### config.mk
export PLATFORM = sky130hd
export DESIGN_NAME = decision_unit_ctrl_flat
export DESIGN_NICKNAME = d
export VERILOG_FILES = /design/src/rtl/decision_unit_ctrl_if.sv /design/src/rtl/decision_unit_ctrl.sv /design/src/flat_wrapper.sv
export SDC_FILE = /design/constraint.sdc
export NUM_CORES = 1
export LEC_CHECK = 0
export BUFFER_PORTS_ARGS = -buffer_cell sky130_fd_sc_hd__buf_4
export CAP_MARGIN = 0
export CORE_MARGIN = 2
export CORE_UTILIZATION = 51
export CTS_CLUSTER_DIAMETER = 120
export DETAILED_ROUTE_END_ITERATION = 16
export GPL_ROUTABILITY_DRIVEN = 0
export HOLD_SLACK_MARGIN = 0.15
export PLACE_DENSITY = 0.78
export SYNTH_ARGS = -nofsm -noshare
export SYNTH_HDL_FRONTEND = slang
export SYNTH_SLANG_ARGS = --single-unit
### constraint.sdc
create_clock -name clk -period 1.8 [get_ports clk]
set_input_delay 0.36 -clock clk [delete_from_list [all_inputs] [get_ports clk]]
set_output_delay 0.36 -clock clk [all_outputs]
set_load 0.02 [all_outputs]
### src/rtl/decision_unit_ctrl_if.sv
// ---------------------------------------------------------------------------
// decision_unit_ctrl_if
//
// Purpose: error-location bit stream from the decision-unit sequencer to the
//          bit-flip corrector, carried under a valid/ready handshake.
//
// Signals:
//   out_valid    errLoc beat valid           (master -> slave)
//   out_errLoc   error-location bit          (master -> slave)
//   out_bit_idx  index of the current beat   (master -> slave)
//   out_last     current beat is the last    (master -> slave)
//   in_ready     downstream ready            (slave  -> master)
//
// Modports: master (sequencer side), slave (corrector side).
// ---------------------------------------------------------------------------
interface decision_unit_ctrl_if #(
    parameter int CNT_LEN = 10
);
    logic               out_valid;
    logic               out_errLoc;
    logic [CNT_LEN-1:0] out_bit_idx;
    logic               out_last;
    logic               in_ready;

    modport master (
        output out_valid,
        output out_errLoc,
        output out_bit_idx,
        output out_last,
        input  in_ready
    );

    modport slave (
        input  out_valid,
        input  out_errLoc,
        input  out_bit_idx,
        input  out_last,
        output in_ready
    );
endinterface

### src/rtl/decision_unit_ctrl.sv
// ---------------------------------------------------------------------------
// decision_unit_ctrl
//
// Purpose: per-codeword sequencer for the soft-decision decision unit. On a
//          start pulse it initialises the unit, waits out the equal-FIFO fill
//          latency, then streams CODE_LEN error-location bits downstream.
//
// Ports:
//   clk                 clock, rising edge
//   in_ctr_rstn         asynchronous active-low reset
//   in_ctr_Srst         synchronous abort, active-high, highest priority
//   in_start            one-cycle pulse: new codeword ready at the unit
//   in_sel_none         no selectable test pattern (sampled in INIT)
//   in_du_sel_tp_equal  decision unit out_sel_tp_equal
//   stream              errLoc stream (master modport of decision_unit_ctrl_if)
//   out_du_Srst/en/init/getDeg/done   decision unit control inputs
//   out_busy            high outside IDLE
//   out_uncorr          codeword uncorrectable, held until next INIT
//   out_frame_done      one-cycle pulse at end of codeword
//   out_start_drop      one-cycle pulse: start arrived while busy
//   out_err_total       (optional) count of accepted beats with errLoc=1
//
// Optional feature: define DECISION_UNIT_CTRL_ERRCNT_EN to add out_err_total.
// ---------------------------------------------------------------------------
module decision_unit_ctrl #(
    parameter int CODE_LEN = 1023,
    parameter int FIFO_LAT = 1023,
    parameter int CNT_LEN  = 10
) (
    input  logic                 clk,
    input  logic                 in_ctr_rstn,
    input  logic                 in_ctr_Srst,
    input  logic                 in_start,
    input  logic                 in_sel_none,
    input  logic                 in_du_sel_tp_equal,
    decision_unit_ctrl_if.master stream,
    output logic                 out_du_Srst,
    output logic                 out_du_en,
    output logic                 out_du_init,
    output logic                 out_du_getDeg,
    output logic                 out_du_done,
    output logic                 out_busy,
    output logic                 out_uncorr,
    output logic                 out_frame_done,
    output logic                 out_start_drop
`ifdef DECISION_UNIT_CTRL_ERRCNT_EN
    ,
    output logic [CNT_LEN-1:0]   out_err_total
`endif
);

    typedef enum logic [2:0] {
        IDLE,
        INIT,
        FILL,
        STREAM,
        FIN
    } state_t;

    localparam logic [CNT_LEN-1:0] FILL_END = CNT_LEN'(FIFO_LAT - 1);
    localparam logic [CNT_LEN-1:0] LAST_IDX = CNT_LEN'(CODE_LEN - 1);
    localparam logic [CNT_LEN-1:0] ONE      = CNT_LEN'(1);

    state_t             state;
    state_t             next_state;
    logic [CNT_LEN-1:0] cnt;
    logic               uncorr_q;
    logic               drop_q;

    // One counter serves both the fill latency and the beat index; it is
    // reset to zero when leaving FILL and when the last beat is accepted.
    always_ff @(posedge clk or negedge in_ctr_rstn) begin
        if (!in_ctr_rstn) begin
            state    <= IDLE;
            cnt      <= '0;
            uncorr_q <= 1'b0;
            drop_q   <= 1'b0;
        end else if (in_ctr_Srst) begin
            state    <= IDLE;
            cnt      <= '0;
            uncorr_q <= 1'b0;
            drop_q   <= 1'b0;
        end else begin
            state  <= next_state;
            drop_q <= in_start && (state != IDLE);
            case (state)
                INIT: begin
                    uncorr_q <= in_sel_none;
                    cnt      <= '0;
                end
                FILL: cnt <= (cnt == FILL_END) ? '0 : cnt + ONE;
                STREAM: begin
                    if (stream.in_ready) begin
                        cnt <= (cnt == LAST_IDX) ? '0 : cnt + ONE;
                    end
                end
                default: ;
            endcase
        end
    end

    // Next state and per-state outputs. Srst overrides everything in the
    // same cycle: only out_du_Srst may be high while the abort is asserted.
    always_comb begin
        next_state        = state;
        out_du_Srst       = 1'b0;
        out_du_en         = 1'b0;
        out_du_init       = 1'b0;
        out_du_getDeg     = 1'b0;
        out_du_done       = 1'b0;
        out_busy          = (state != IDLE);
        out_frame_done    = 1'b0;
        stream.out_valid  = 1'b0;
        stream.out_bit_idx = '0;
        stream.out_last   = 1'b0;

        case (state)
            IDLE: begin
                if (in_start) next_state = INIT;
            end
            INIT: begin
                out_du_en     = 1'b1;
                out_du_init   = 1'b1;
                out_du_getDeg = 1'b1;
                next_state    = FILL;
            end
            FILL: begin
                out_du_en = 1'b1;
                if (cnt == FILL_END) next_state = STREAM;
            end
            STREAM: begin
                // Enable follows ready so a stall freezes the unit's datapath.
                stream.out_valid   = 1'b1;
                stream.out_bit_idx = cnt;
                stream.out_last    = (cnt == LAST_IDX);
                out_du_en          = stream.in_ready;
                if (stream.in_ready && (cnt == LAST_IDX)) begin
                    out_du_done = 1'b1;
                    next_state  = FIN;
                end
            end
            FIN: begin
                out_frame_done = 1'b1;
                next_state     = IDLE;
            end
            default: next_state = IDLE;
        endcase

        if (in_ctr_Srst) begin
            next_state         = IDLE;
            out_du_en          = 1'b0;
            out_du_init        = 1'b0;
            out_du_getDeg      = 1'b0;
            out_du_done        = 1'b0;
            out_busy           = 1'b0;
            out_frame_done     = 1'b0;
            stream.out_valid   = 1'b0;
            stream.out_bit_idx = '0;
            stream.out_last    = 1'b0;
            out_du_Srst        = in_ctr_rstn;
        end
    end

    assign stream.out_errLoc = stream.out_valid && in_du_sel_tp_equal;
    assign out_uncorr        = uncorr_q && !in_ctr_Srst;
    assign out_start_drop    = drop_q && !in_ctr_Srst;

`ifdef DECISION_UNIT_CTRL_ERRCNT_EN
    logic [CNT_LEN-1:0] err_q;

    // Saturating count of accepted beats that flag an error location.
    always_ff @(posedge clk or negedge in_ctr_rstn) begin
        if (!in_ctr_rstn) begin
            err_q <= '0;
        end else if (in_ctr_Srst || (state == INIT)) begin
            err_q <= '0;
        end else if ((state == STREAM) && stream.in_ready && in_du_sel_tp_equal
                     && (err_q != '1)) begin
            err_q <= err_q + ONE;
        end
    end

    assign out_err_total = in_ctr_Srst ? '0 : err_q;
`endif

endmodule

### src/flat_wrapper.sv
// flat-port wrapper written by rule: the top's interface ports become plain ports
module decision_unit_ctrl_flat 
#(
    parameter int CODE_LEN = 1023,
    parameter int FIFO_LAT = 1023,
    parameter int CNT_LEN  = 10
)
  (clk, in_ctr_rstn, in_ctr_Srst, in_start, in_sel_none, in_du_sel_tp_equal, out_du_Srst, out_du_en, out_du_init, out_du_getDeg, out_du_done, out_busy, out_uncorr, out_frame_done, out_start_drop, stream_out_valid, stream_out_errLoc, stream_out_bit_idx, stream_out_last, stream_in_ready);
  decision_unit_ctrl_if #(.CNT_LEN(CNT_LEN)) stream_i ();
  input  logic clk;
  input  logic in_ctr_rstn;
  input  logic in_ctr_Srst;
  input  logic in_start;
  input  logic in_sel_none;
  input  logic in_du_sel_tp_equal;
  output logic out_du_Srst;
  output logic out_du_en;
  output logic out_du_init;
  output logic out_du_getDeg;
  output logic out_du_done;
  output logic out_busy;
  output logic out_uncorr;
  output logic out_frame_done;
  output logic out_start_drop;
  output wire logic [$bits(stream_i.out_valid)-1:0] stream_out_valid;
  output wire logic [$bits(stream_i.out_errLoc)-1:0] stream_out_errLoc;
  output wire logic [$bits(stream_i.out_bit_idx)-1:0] stream_out_bit_idx;
  output wire logic [$bits(stream_i.out_last)-1:0] stream_out_last;
  input wire logic [$bits(stream_i.in_ready)-1:0] stream_in_ready;
  assign stream_out_valid = stream_i.out_valid;
  assign stream_out_errLoc = stream_i.out_errLoc;
  assign stream_out_bit_idx = stream_i.out_bit_idx;
  assign stream_out_last = stream_i.out_last;
  assign stream_i.in_ready = stream_in_ready;
  decision_unit_ctrl #(.CODE_LEN(CODE_LEN), .FIFO_LAT(FIFO_LAT), .CNT_LEN(CNT_LEN)) u_core (.clk(clk), .in_ctr_rstn(in_ctr_rstn), .in_ctr_Srst(in_ctr_Srst), .in_start(in_start), .in_sel_none(in_sel_none), .in_du_sel_tp_equal(in_du_sel_tp_equal), .stream(stream_i), .out_du_Srst(out_du_Srst), .out_du_en(out_du_en), .out_du_init(out_du_init), .out_du_getDeg(out_du_getDeg), .out_du_done(out_du_done), .out_busy(out_busy), .out_uncorr(out_uncorr), .out_frame_done(out_frame_done), .out_start_drop(out_start_drop));
endmodule
==> results of run 1 <==
==> cells by family (layout without fill, tap and decap cells) <==
logic type / after synthesis / count (layout) / synth area share
and+or+nand+nor: 64 / 64 / 0.3755
AOI/OAI and AO/OA: 25 / 25 / 0.1871
DFF: 15 / 15 / 0.3645
buffers and inverters: 8 / 60 / 0.03766
adders and majority gates: 2 / 2 / 0.02430
muxes: 1 / 1 / 0.01093
==> report_power, final <==
group	internal (mW)	switching, mW
logic	0.189	0.214
clock network	0.0863	0.118
registers	0.365	0.0398
total	0.640	0.371
==> layout make-up <==
type,instances,area share
multi-input combinational,92,0.4412
timing repair buffer,53,0.2779
sequential,15,0.2368
tap,27,0.02090
clock buffer,4,0.01625
inverter,3,0.006966
==> through the flow <==
stage          setup TNS, ns  power [mW]  utilization
6_report             -0.3084       1.011       0.8325
4_1_cts              -0.1790      0.9418       0.7629
3_3_place_gp               0      0.7005       0.6843
2_1_floorplan              0      0.6027            -
5_1_grt              -0.7387       1.052       0.8325
3_5_place_dp               0      0.7121       0.6843
==> flip-flops by register name, indices dropped and copies added, names as in the netlist <==
name	count
u_core.uncorr_q	1
u_core.drop_q	1
u_core.cnt	10
u_core.state	3
==> path summary, 6_finish.rpt <==
path                                              from                           to  slack [ns]  depth (start not counted)
min in group asynchronous                  in_ctr_rstn  u_core.state[0]$_DFFE_PN0P_        0.64                          2
setup reg to reg           u_core.state[2]$_DFFE_PN0P_    u_core.cnt[5]$_DFFE_PN0P_        0.08                          6
hold / removal                                in_start      u_core.drop_q$_DFF_PN0_        0.28                          2
hold reg to reg            u_core.uncorr_q$_DFFE_PN0P_  u_core.uncorr_q$_DFFE_PN0P_        0.56                          2
max in group asynchronous                  in_ctr_rstn    u_core.cnt[8]$_DFFE_PN0P_        0.67                          2
setup / recovery             u_core.cnt[0]$_DFFE_PN0P_              stream_out_last       -0.07                          6
==> per-layer routing <==
| layer | GRT usage | vias up | part of all wire |
|---|---|---|---|
| met1 | 0.3472 | 525 | 0.39 |
| met4 | 0.08095 | 0 | 0.031 |
| met3 | 0.03067 | 14 | 0.070 |
| met2 | 0.4452 | 67 | 0.51 |
| li1 | - | 524 | - |
| met5 | 0 | - | 0 |
==> Yosys cell counts, drive strengths merged <==
cell type   n
o21ai       8
a31o        1
ha          2
and2       18
dfrtp      15
a21oi       2
nand2       7
buf         3
o31ai       3
nor2        6
o211ai      1
and3        8
inv         3
nor4        1
nor3b       2
a221o       1
nand3b      1
nor3        5
or4b        1
mux2        1
nand3       3
clkbuf      2
or2         1
a211oi      1
nand2b      1
nor2b       7
nand4       3
a31oi       3
a22o        5
==> cells in the final DEF (no fill, tap or decap), types with 2 or more instances in the layout <==
cell,netlist,final
sky130_fd_sc_hd__nor2_1,6,5
sky130_fd_sc_hd__buf_6,0,13
sky130_fd_sc_hd__nor3_2,1,2
sky130_fd_sc_hd__and3_1,8,5
sky130_fd_sc_hd__a22o_1,5,5
sky130_fd_sc_hd__dfrtp_1,15,9
sky130_fd_sc_hd__o31ai_1,2,2
sky130_fd_sc_hd__nand2_1,7,6
sky130_fd_sc_hd__nor3_1,4,2
sky130_fd_sc_hd__buf_4,2,39
sky130_fd_sc_hd__inv_1,3,2
sky130_fd_sc_hd__and3_4,0,3
sky130_fd_sc_hd__clkbuf_4,0,3
sky130_fd_sc_hd__nand3_1,2,2
sky130_fd_sc_hd__o21ai_0,3,3
sky130_fd_sc_hd__dfrtp_2,0,6
sky130_fd_sc_hd__o21ai_1,5,5
sky130_fd_sc_hd__and2_1,18,10
sky130_fd_sc_hd__and2_4,0,8
sky130_fd_sc_hd__nand4_1,2,2
sky130_fd_sc_hd__nor2b_1,7,7
sky130_fd_sc_hd__a31oi_1,2,2
==> timing repair <==
item / CTS / global route
cloned: 1 / 0
endpoints found under the setup margin: 13 / 18
resized for setup: 19 / 25
setup buffers: 5 / 7
hold buffers: 1 / 0
hold endpoints to repair: 15 / 0
pin swaps: 4 / 7
==> impl_metrics.env, run 1 <==
export IMPL_timing_final_crit_share=1.041
export IMPL_die_width_um=48.94
export IMPL_grt_first_pass_wirelength_um=4761
export IMPL_post_synth_top_area_cell="sky130_fd_sc_hd__dfrtp_1"
export IMPL_timing_max_cap_violations=0
export IMPL_worst_slew_pin_slew_ns=0.6820
export IMPL_path_clk_slew_ns=0.10
export IMPL_cts_buffers=3
export IMPL_h_tree_depth=1
export IMPL_setup_viol_count_final=11
export IMPL_total_vias_in_the_final_route=1130
export IMPL_drcViolationCount=0
export IMPL_root_buffer_master="sky130_fd_sc_hd__clkbuf_4"
export IMPL_sequential_to_total_area_share_from_yosys_stat=0.3645
export IMPL_row_count=16
export IMPL_finalClockSkew_ns=0.01211
export IMPL_synth_net_count=124
export IMPL_critPathMaxStageDelay_ns=0.41
export IMPL_diodes=0
export IMPL_gr_total_overflow=0
export IMPL_crit_slowest_cell="sky130_fd_sc_hd__dfrtp_1"
export IMPL_flow_area_growth_from_synthesis_pct=56.99
export IMPL_timing_slew_headroom=0.5438
export IMPL_final_area_um2=1617
export IMPL_finalNetCount=177
export IMPL_globalRouteTotalUtil=0.2612
export IMPL_design_portCount=29
export IMPL_syn_instance_count=115
export IMPL_worst_ep_required_time_ns=1.44
export IMPL_grt_antenna_before_repair=0
export IMPL_viasPerCell=5.825
export IMPL_synth_largest_type_area_fraction=0.3645
export IMPL_fmax_mhz=533.9
export IMPL_power_leakage_nw=0.7900
export IMPL_layout_min_cycle_time_ns=1.873
export IMPL_top_cells_by_area_synth="sky130_fd_sc_hd__dfrtp_1 36%, sky130_fd_sc_hd__and2_1 11%, sky130_fd_sc_hd__and3_1 4.9%"
export IMPL_seqCellArea_um2=382.9
export IMPL_power_per_cell_area_nw_per_um2=625.7
export IMPL_rsz0062_at_grt="yes"
export IMPL_drt_first_iter_violations=47
export IMPL_first_global_vias=1000
export IMPL_dieHeight_um=48.94
export IMPL_clock_tree_from_tritoncts="yes"
export IMPL_n_fill_cell=111
export IMPL_critical_path_n_buffers_inverters=2
export IMPL_worstPathArrival_ns=1.51
export IMPL_coreArea_um2=1942
export IMPL_postRouteWirelength_um=3341
export IMPL_pre_cts_ws_ns=0.1136
export IMPL_largest_buffer_count_on_any_clock_path=2
export IMPL_end_kind="output port"
export IMPL_initial_utilization=0.5303
export IMPL_clock_sinks=15
export IMPL_length_of_the_first_detailed_routing_pass_in_iterations=4
export IMPL_synth_seq_cells=15
export IMPL_startpoint_type="register"
export IMPL_grt_max_degree=16
export IMPL_layout_setup_ws_ns=-0.07300
export IMPL_yosysWarnings=0
export IMPL_violations="negative setup slack"
export IMPL_hold_slack_ns=0.2826
export IMPL_worstSkewPairLatency_ns=0.30
export IMPL_timing_final_max_slew_violations=0
export IMPL_number_of_cells_in_the_design_after_placement=176
export IMPL_finalHoldViolCount=0
export IMPL_instances_no_fill=194
export IMPL_synthesis_area_um2=1030
export IMPL_area_occupied_by_multi_input_gates_um2=713.2
export IMPL_hpwl_dp_um=1875
export IMPL_detail_route_antenna_nets=0
export IMPL_ir_worst_vdd_uv=600.5
export IMPL_wl_per_cell_um=17.22
export IMPL_share_of_final_layout_standard_cells_stronger_than_drive_strength_1=0.5269
export IMPL_floorplan_die_area_um2=2395
export IMPL_postPlaceCellArea_um2=1329
export IMPL_timing_critical_path_cells="inv_2 -> ha_4 -> nand2_4 -> nor3_4 -> and2_1 -> buf_4"
export IMPL_criticalPathCategory="reg2out"
export IMPL_worstHoldPathType="in2reg"
export IMPL_syn_avg_cell_area_um2=8.954
export IMPL_ys_types=38
export IMPL_outcome="finished with violations"
export IMPL_path_delay_family="simple AND/OR/NAND/NOR gates"
export IMPL_critical_path_max_fanout=4
export IMPL_placement_io_buffers=28
No activity file was read; power rests on OpenSTA's default activity.
==> run 2: changes to the inputs <==
--- a/config.mk
+++ b/config.mk
@@ -5,15 +5,17 @@
 export SDC_FILE = /design/constraint.sdc
 export NUM_CORES = 1
 export LEC_CHECK = 0
+export ABC_AREA = 1
 export BUFFER_PORTS_ARGS = -buffer_cell sky130_fd_sc_hd__buf_4
 export CAP_MARGIN = 0
 export CORE_MARGIN = 2
 export CORE_UTILIZATION = 51
-export CTS_CLUSTER_DIAMETER = 120
+export CTS_CLUSTER_DIAMETER = 60
 export DETAILED_ROUTE_END_ITERATION = 16
 export GPL_ROUTABILITY_DRIVEN = 0
 export HOLD_SLACK_MARGIN = 0.15
 export PLACE_DENSITY = 0.78
+export RECOVER_POWER = 100
 export SYNTH_ARGS = -nofsm -noshare
 export SYNTH_HDL_FRONTEND = slang
 export SYNTH_SLANG_ARGS = --single-unit
==> impl_metrics.env, run 2 <==
export IMPL_synth_top_cells_by_count="37 x sky130_fd_sc_hd__nand2_1, 30 x sky130_fd_sc_hd__inv_1, 27 x sky130_fd_sc_hd__nor2_1"
export IMPL_power_total_mw=1.303
export IMPL_worstSkewPairLatency_ns=0.30
export IMPL_timing_final_max_slew_violations=0
export IMPL_row_count=16
export IMPL_viasPerCell=5.377
export IMPL_crit_reg2reg_capture="u_core.cnt[9]$_DFFE_PN0P_"
export IMPL_grt_first_pass_wirelength_um=5423
export IMPL_share_of_final_layout_standard_cells_stronger_than_drive_strength_1=0.3732
export IMPL_power_leakage_nw=0.7907
export IMPL_flow_area_growth_from_synthesis_pct=41.55
export IMPL_grt_antenna_before_repair=0
export IMPL_critPathMaxStageDelay_ns=0.42
export IMPL_r2r_worst_path_cells=8
export IMPL_post_synth_top_area_cell="sky130_fd_sc_hd__dfrtp_1"
export IMPL_largest_buffer_count_on_any_clock_path=2
export IMPL_diodes=0
export IMPL_root_buffer_master="sky130_fd_sc_hd__clkbuf_4"
export IMPL_startpoint_type="register"
export IMPL_synth_net_count=172
export IMPL_post_synth_top_count_cell="sky130_fd_sc_hd__nand2_1"
export IMPL_layout_cells_most_common="sky130_fd_sc_hd__nand2_1"
export IMPL_number_of_cells_in_the_design_after_placement=218
export IMPL_synthesis_area_um2=1096
export IMPL_layout_min_cycle_time_ns=1.973
export IMPL_die_width_um=50.36
export IMPL_hold_path_startpoint="in_sel_none"
export IMPL_coreArea_um2=2002
export IMPL_final_core_util=0.7750
export IMPL_dieHeight_um=50.36
export IMPL_total_vias_in_the_final_route=1269
export IMPL_outcome="finished with violations"
export IMPL_detail_route_antenna_nets=0
export IMPL_initial_utilization=0.5475
export IMPL_syn_avg_cell_area_um2=6.724
export IMPL_clock_tree_from_tritoncts="yes"
export IMPL_postRouteWirelength_um=3362
export IMPL_cts_buffers=3
export IMPL_grt_max_degree=17
export IMPL_rrSetupSlack_ns=0.17
export IMPL_top_cells_by_area_synth="sky130_fd_sc_hd__dfrtp_1 34%, sky130_fd_sc_hd__nand2_1 13%, sky130_fd_sc_hd__inv_1 10%"
export IMPL_layout_top_registers="u_core.cnt (10), u_core.state (3)"
export IMPL_drcViolationCount=0
export IMPL_worst_ep_required_time_ns=1.44
export IMPL_finalHoldViolCount=0
export IMPL_hold_slack_ns=0.2489
export IMPL_violations="negative setup slack"
export IMPL_power_per_cell_area_nw_per_um2=839.7
export IMPL_largest_register_ffs=10
export IMPL_path_delay_family="simple AND/OR/NAND/NOR gates"
export IMPL_syn_instance_count=163
export IMPL_globalRouteTotalUtil=0.2782
export IMPL_timing_slew_headroom=0.5728
export IMPL_wl_per_cell_um=14.25
export IMPL_worstPathArrival_ns=1.61
export IMPL_ys_flop_type="sky130_fd_sc_hd__dfrtp_1"
export IMPL_length_of_the_first_detailed_routing_pass_in_iterations=4
export IMPL_h_tree_depth=1
export IMPL_timing_max_cap_violations=0
export IMPL_fmax_mhz=506.8
export IMPL_critical_path_max_fanout=8
export IMPL_synth_largest_type_area_fraction=0.3425
export IMPL_drt_first_iter_violations=104
export IMPL_ir_worst_vdd_uv=738.9
export IMPL_n_fill_cell=159
export IMPL_design_portCount=29
export IMPL_end_kind="output port"
export IMPL_hpwl_dp_um=2083
export IMPL_yosysWarnings=0
export IMPL_critical_path_n_buffers_inverters=4
export IMPL_clock_sinks=15
export IMPL_instances_no_fill=236
export IMPL_layout_setup_ws_ns=-0.1733
export IMPL_min_delay_path_depth=3
export IMPL_whs_endpoint="u_core.uncorr_q$_DFFE_PN0P_"
export IMPL_rsz0062_at_grt="yes"
export IMPL_criticalPathCategory="reg2out"
export IMPL_synth_seq_cells=15
export IMPL_worst_slew_pin_slew_ns=0.6359
export IMPL_timing_final_crit_share=1.096
export IMPL_synth_async_reset_ratio=1.000
export IMPL_gr_total_overflow=0
export IMPL_most_used_cells_in_the_layout_excluding_fill_and_tap_cells="37 x sky130_fd_sc_hd__nand2_1, 35 x sky130_fd_sc_hd__buf_4, 29 x sky130_fd_sc_hd__inv_1, 20 x sky130_fd_sc_hd__nor2_1, 14 x sky130_fd_sc_hd__dfrtp_1"
export IMPL_path_clk_slew_ns=0.11
export IMPL_finalClockSkew_ns=0.01769
export IMPL_synth_enable_flop_cells=0
export IMPL_crit_slowest_cell="sky130_fd_sc_hd__dfrtp_1"
export IMPL_timing_critical_path_cells="inv_2 -> nand2_4 -> nor2_4 -> inv_2 -> nor2_4 -> inv_6 -> nor3_2 -> buf_4"
export IMPL_ys_types=25
export IMPL_floorplan_die_area_um2=2536
export IMPL_finalNetCount=219
export IMPL_placement_io_buffers=28
export IMPL_setup_viol_count_final=17
export IMPL_setup_total_negative_slack_ns=-2.288
export IMPL_timing_rr_start="u_core.cnt[1]$_DFFE_PN0P_"
export IMPL_max_flop_register="u_core.cnt"
export IMPL_sequential_to_total_area_share_from_yosys_stat=0.3425
export IMPL_first_global_vias=1206
export IMPL_worstHoldPathType="in2reg"
## run 2: changes by cell type after synthesis, sizes merged, moves of 3 or more
cell,before,now
a31oi,3,0
nand3,3,6
and3,8,0
and2,18,0
a22o,5,0
nor2b,7,0
inv,3,34
nor2,6,31
nand2,7,43
## run 2: cell families after synthesis
family | Yosys count | share of synthesized area
compound gates | 15 | 0.09019
buf+inv | 38 | 0.1484
fa+ha+maj | 2 | 0.02283
flops | 15 | 0.3425
simple gates | 93 | 0.3961
## run 2: repair_timing
item,CTS,global route
pin swaps,4,1
endpoints found under the hold margin,15,0
cloned,1,0
hold buffers,1,0
gates resized for setup,17,9
endpoints found under the setup margin,16,18
setup buffers,8,4
## run 2: through the flow
| stage | worst slack (ns) | area (µm²) |
|---|---|---|
| after floorplan | 0.03498 | 1101 |
| after global placement | 0.1748 | 1340 |
| after detailed placement | 0.1159 | 1340 |
| after CTS | -0.07747 | 1498 |
| after global routing | -0.2261 | 1551 |
| final | -0.1733 | 1551 |
## run 2: routing by layer
layer / vias up / track usage / routed length, µm
met5: - / 0 / 0
met1: 604 / 0.3611 / 1409
met2: 72 / 0.4978 / 1665
met3: 3 / 0.02976 / 273
met4: 0 / 0.05856 / 13
li1: 590 / - / -
## run 2: worst max path at each step
| stage | start | end | slack [ns] | depth (start not counted) |
|---|---|---|---|---|
| 2_1_floorplan | u_core.state[2]$_DFFE_PN0P_ | stream_out_bit_idx[0] | 0.03 | 8 |
| 3_3_place_gp | u_core.state[2]$_DFFE_PN0P_ | out_du_en | 0.17 | 8 |
| 3_5_place_dp | u_core.state[2]$_DFFE_PN0P_ | out_du_en | 0.12 | 8 |
| 4_1_cts | u_core.state[2]$_DFFE_PN0P_ | stream_out_last | -0.08 | 8 |
| 5_1_grt | u_core.state[2]$_DFFE_PN0P_ | out_du_done | -0.23 | 8 |
| 6_report | u_core.state[2]$_DFFE_PN0P_ | out_du_done | -0.17 | 8 |
## run 2: worst register-to-register path: cells and delay by family, from the launching register on
family                 cells  cell delay (ns)
buffers and inverters      2             0.19
flip-flops                 1             0.42
AND/OR/NAND/NOR            6             0.92
## run 2: where the power goes
part           leakage (nW)  switching (mW)  total (mW)  internal (mW)
clock                0.0150           0.122       0.208         0.0862
sequential            0.204          0.0426       0.418          0.375
combinational         0.572           0.408       0.677          0.269
total                 0.791           0.573        1.30          0.730
## run 2: final cells by class
class	instances	area, µm²	area share
tap	27	33.78	0.02177
timing repair inverter	1	6.256	0.004032
multi-input combinational	110	616.8	0.3976
sequential	15	376.6	0.2427
inverter	34	132.6	0.08548
timing repair buffer	45	359.1	0.2315
clock buffer	4	26.28	0.01694
==> run 3: changes to the inputs <==
--- a/config.mk
+++ b/config.mk
@@ -8,6 +8,7 @@
 export ABC_AREA = 1
 export BUFFER_PORTS_ARGS = -buffer_cell sky130_fd_sc_hd__buf_4
 export CAP_MARGIN = 0
+export CORE_ASPECT_RATIO = 0.75
 export CORE_MARGIN = 2
 export CORE_UTILIZATION = 51
 export CTS_CLUSTER_DIAMETER = 60
==> impl_metrics.env, run 3 (same netlist as run 2, synthesis figures left out) <==
export IMPL_wl_per_cell_um=13.54
export IMPL_detail_route_wirelength_met1_um=1350
export IMPL_floorplan_die_area_um2=2540
export IMPL_grt_max_degree=17
export IMPL_largest_buffer_count_on_any_clock_path=2
export IMPL_critical_path_n_buffers_inverters=2
export IMPL_power_total_mw=1.305
export IMPL_routed_length_on_met2_um=1452
export IMPL_postPlaceCellArea_um2=1344
export IMPL_crit_slowest_cell="sky130_fd_sc_hd__dfrtp_1"
export IMPL_coreArea_um2=2014
export IMPL_root_buffer_master="sky130_fd_sc_hd__clkbuf_4"
export IMPL_grt_antenna_before_repair=0
export IMPL_layout_setup_ws_ns=-0.1559
export IMPL_initial_utilization=0.5441
export IMPL_total_vias_in_the_final_route=1183
export IMPL_pre_cts_ws_ns=0.1428
export IMPL_gr_total_overflow=0
export IMPL_finalHoldViolCount=0
export IMPL_worstPathArrival_ns=1.60
export IMPL_fmax_mhz=511.3
export IMPL_first_global_vias=1071
export IMPL_layout_top_registers="u_core.cnt (10), u_core.state (3)"
export IMPL_min_delay_path_depth=3
export IMPL_worstHoldPathType="in2reg"
export IMPL_grt_first_pass_wirelength_um=4781
export IMPL_largest_register_ffs=10
export IMPL_criticalPathCategory="reg2out"
export IMPL_power_leakage_nw=0.7900
export IMPL_timing_final_crit_share=1.087
export IMPL_detail_route_antenna_nets=0
export IMPL_violations="negative setup slack"
export IMPL_layout_cells_most_common="sky130_fd_sc_hd__buf_4"
export IMPL_timing_final_max_slew_violations=0
export IMPL_die_width_um=57.53
export IMPL_design_portCount=29
export IMPL_instances_no_fill=230
export IMPL_timing_critical_path_cells="nor2_1 -> inv_1 -> nor3_1 -> buf_4"
export IMPL_drcViolationCount=0
export IMPL_end_kind="output port"
export IMPL_postRouteWirelength_um=3114
export IMPL_clock_sinks=15
export IMPL_dieHeight_um=44.15
export IMPL_final_area_um2=1520
export IMPL_length_of_the_first_detailed_routing_pass_in_iterations=4
export IMPL_flow_area_growth_from_synthesis_pct=38.70
export IMPL_n_fill_cell=152
export IMPL_diodes=0
export IMPL_row_count=14
export IMPL_max_flop_register="u_core.cnt"
export IMPL_critPathMaxStageDelay_ns=0.46
export IMPL_drt_first_iter_violations=93
export IMPL_detailroute_wirelength_met3_um=247
export IMPL_finalNetCount=216
export IMPL_viasPerCell=5.143
export IMPL_top_signal_layer_used="met4"
export IMPL_critical_path_max_fanout=4
export IMPL_ir_worst_vdd_uv=759.4
export IMPL_placement_io_buffers=28
export IMPL_hpwl_dp_um=2020
export IMPL_path_delay_family="simple AND/OR/NAND/NOR gates"
export IMPL_worstSkewPairLatency_ns=0.29
export IMPL_share_of_final_layout_standard_cells_stronger_than_drive_strength_1=0.3592
export IMPL_globalRouteTotalUtil=0.2479
export IMPL_stages_on_worst_setup_path=4
export IMPL_timing_max_cap_violations=0
export IMPL_path_clk_slew_ns=0.08
export IMPL_setup_viol_count_final=17
export IMPL_outcome="finished with violations"
export IMPL_rsz0062_at_grt="yes"
export IMPL_worst_slew_pin_slew_ns=0.4508
export IMPL_most_used_cells_in_the_layout_excluding_fill_and_tap_cells="37 x sky130_fd_sc_hd__buf_4, 36 x sky130_fd_sc_hd__nand2_1, 28 x sky130_fd_sc_hd__inv_1, 24 x sky130_fd_sc_hd__nor2_1, 14 x sky130_fd_sc_hd__dfrtp_1"
export IMPL_h_tree_depth=1
export IMPL_cts_buffers=3
export IMPL_layout_min_cycle_time_ns=1.956
export IMPL_number_of_cells_in_the_design_after_placement=216
export IMPL_power_per_cell_area_nw_per_um2=858.4
export IMPL_finalClockSkew_ns=0.001978
export IMPL_worst_ep_required_time_ns=1.44
export IMPL_startpoint_type="register"
export IMPL_timing_slew_headroom=0.6972
export IMPL_r2r_worst_path_cells=11
export IMPL_final_core_util=0.7547
export IMPL_clock_tree_from_tritoncts="yes"
-- run 3: routing by layer --
layer,up-vias,track usage
li1,584,-
met1,524,0.3525
met2,67,0.3705
met3,8,0.06140
met4,0,0.08837
met5,-,0
-- run 3: cell type report --
class                      count  area, µm²  share of cell area
timing repair buffer          43      344.1              0.2263
tap                           24      30.03             0.01975
sequential                    15      376.6              0.2477
multi-input combinational    110      610.6              0.4016
inverter                      34      132.6             0.08724
clock buffer                   4      26.28             0.01728
-- run 3: final timing paths --
path	slack [ns]	startpoint	end
max	-0.16	u_core.state[0]$_DFFE_PN0P_	out_frame_done
min	0.26	in_sel_none	u_core.uncorr_q$_DFFE_PN0P_
max reg2reg	0.14	u_core.state[2]$_DFFE_PN0P_	u_core.cnt[8]$_DFFE_PN0P_
min reg2reg	0.55	u_core.uncorr_q$_DFFE_PN0P_	u_core.uncorr_q$_DFFE_PN0P_
max in group asynchronous	1.20	in_ctr_rstn	u_core.state[1]$_DFFE_PN0P_
min in group asynchronous	0.44	in_ctr_rstn	u_core.state[1]$_DFFE_PN0P_
-- run 3: per-stage QoR --
step | TNS (ns) | hold slack, ns
2_1_floorplan | 0 | 0.06441
3_3_place_gp | 0 | 0.2301
3_5_place_dp | 0 | 0.2315
4_1_cts | -1.288 | 0.2685
5_1_grt | -2.931 | 0.2638
6_report | -1.408 | 0.2617
-- run 3: worst register-to-register path, cell delays in order, from the launching register on --
cell and delay (ns):
sky130_fd_sc_hd__dfrtp_1 0.40, sky130_fd_sc_hd__buf_4 0.14, sky130_fd_sc_hd__buf_6 0.11, sky130_fd_sc_hd__nor2_4 0.11, sky130_fd_sc_hd__nand2_4 0.08, sky130_fd_sc_hd__buf_4 0.15
sky130_fd_sc_hd__nand3_4 0.09, sky130_fd_sc_hd__nand2_4 0.08, sky130_fd_sc_hd__inv_2 0.16, sky130_fd_sc_hd__o21ai_1 0.09, sky130_fd_sc_hd__nand2_1 0.10, sky130_fd_sc_hd__inv_1 0.05
-- run 3: where the power goes --
group          switching [mW]  total (mW)  internal [mW]
clock                   0.110       0.196         0.0864
combinational           0.403       0.687          0.284
sequential             0.0472       0.422          0.375
-- run 3: repair_timing --
item	in CTS	in global routing
setup endpoints to repair	14	18
buffers inserted	4	5
resized for setup	4	17
pin swaps	2	3
hold endpoints to repair	15	0
hold buffers	1	0
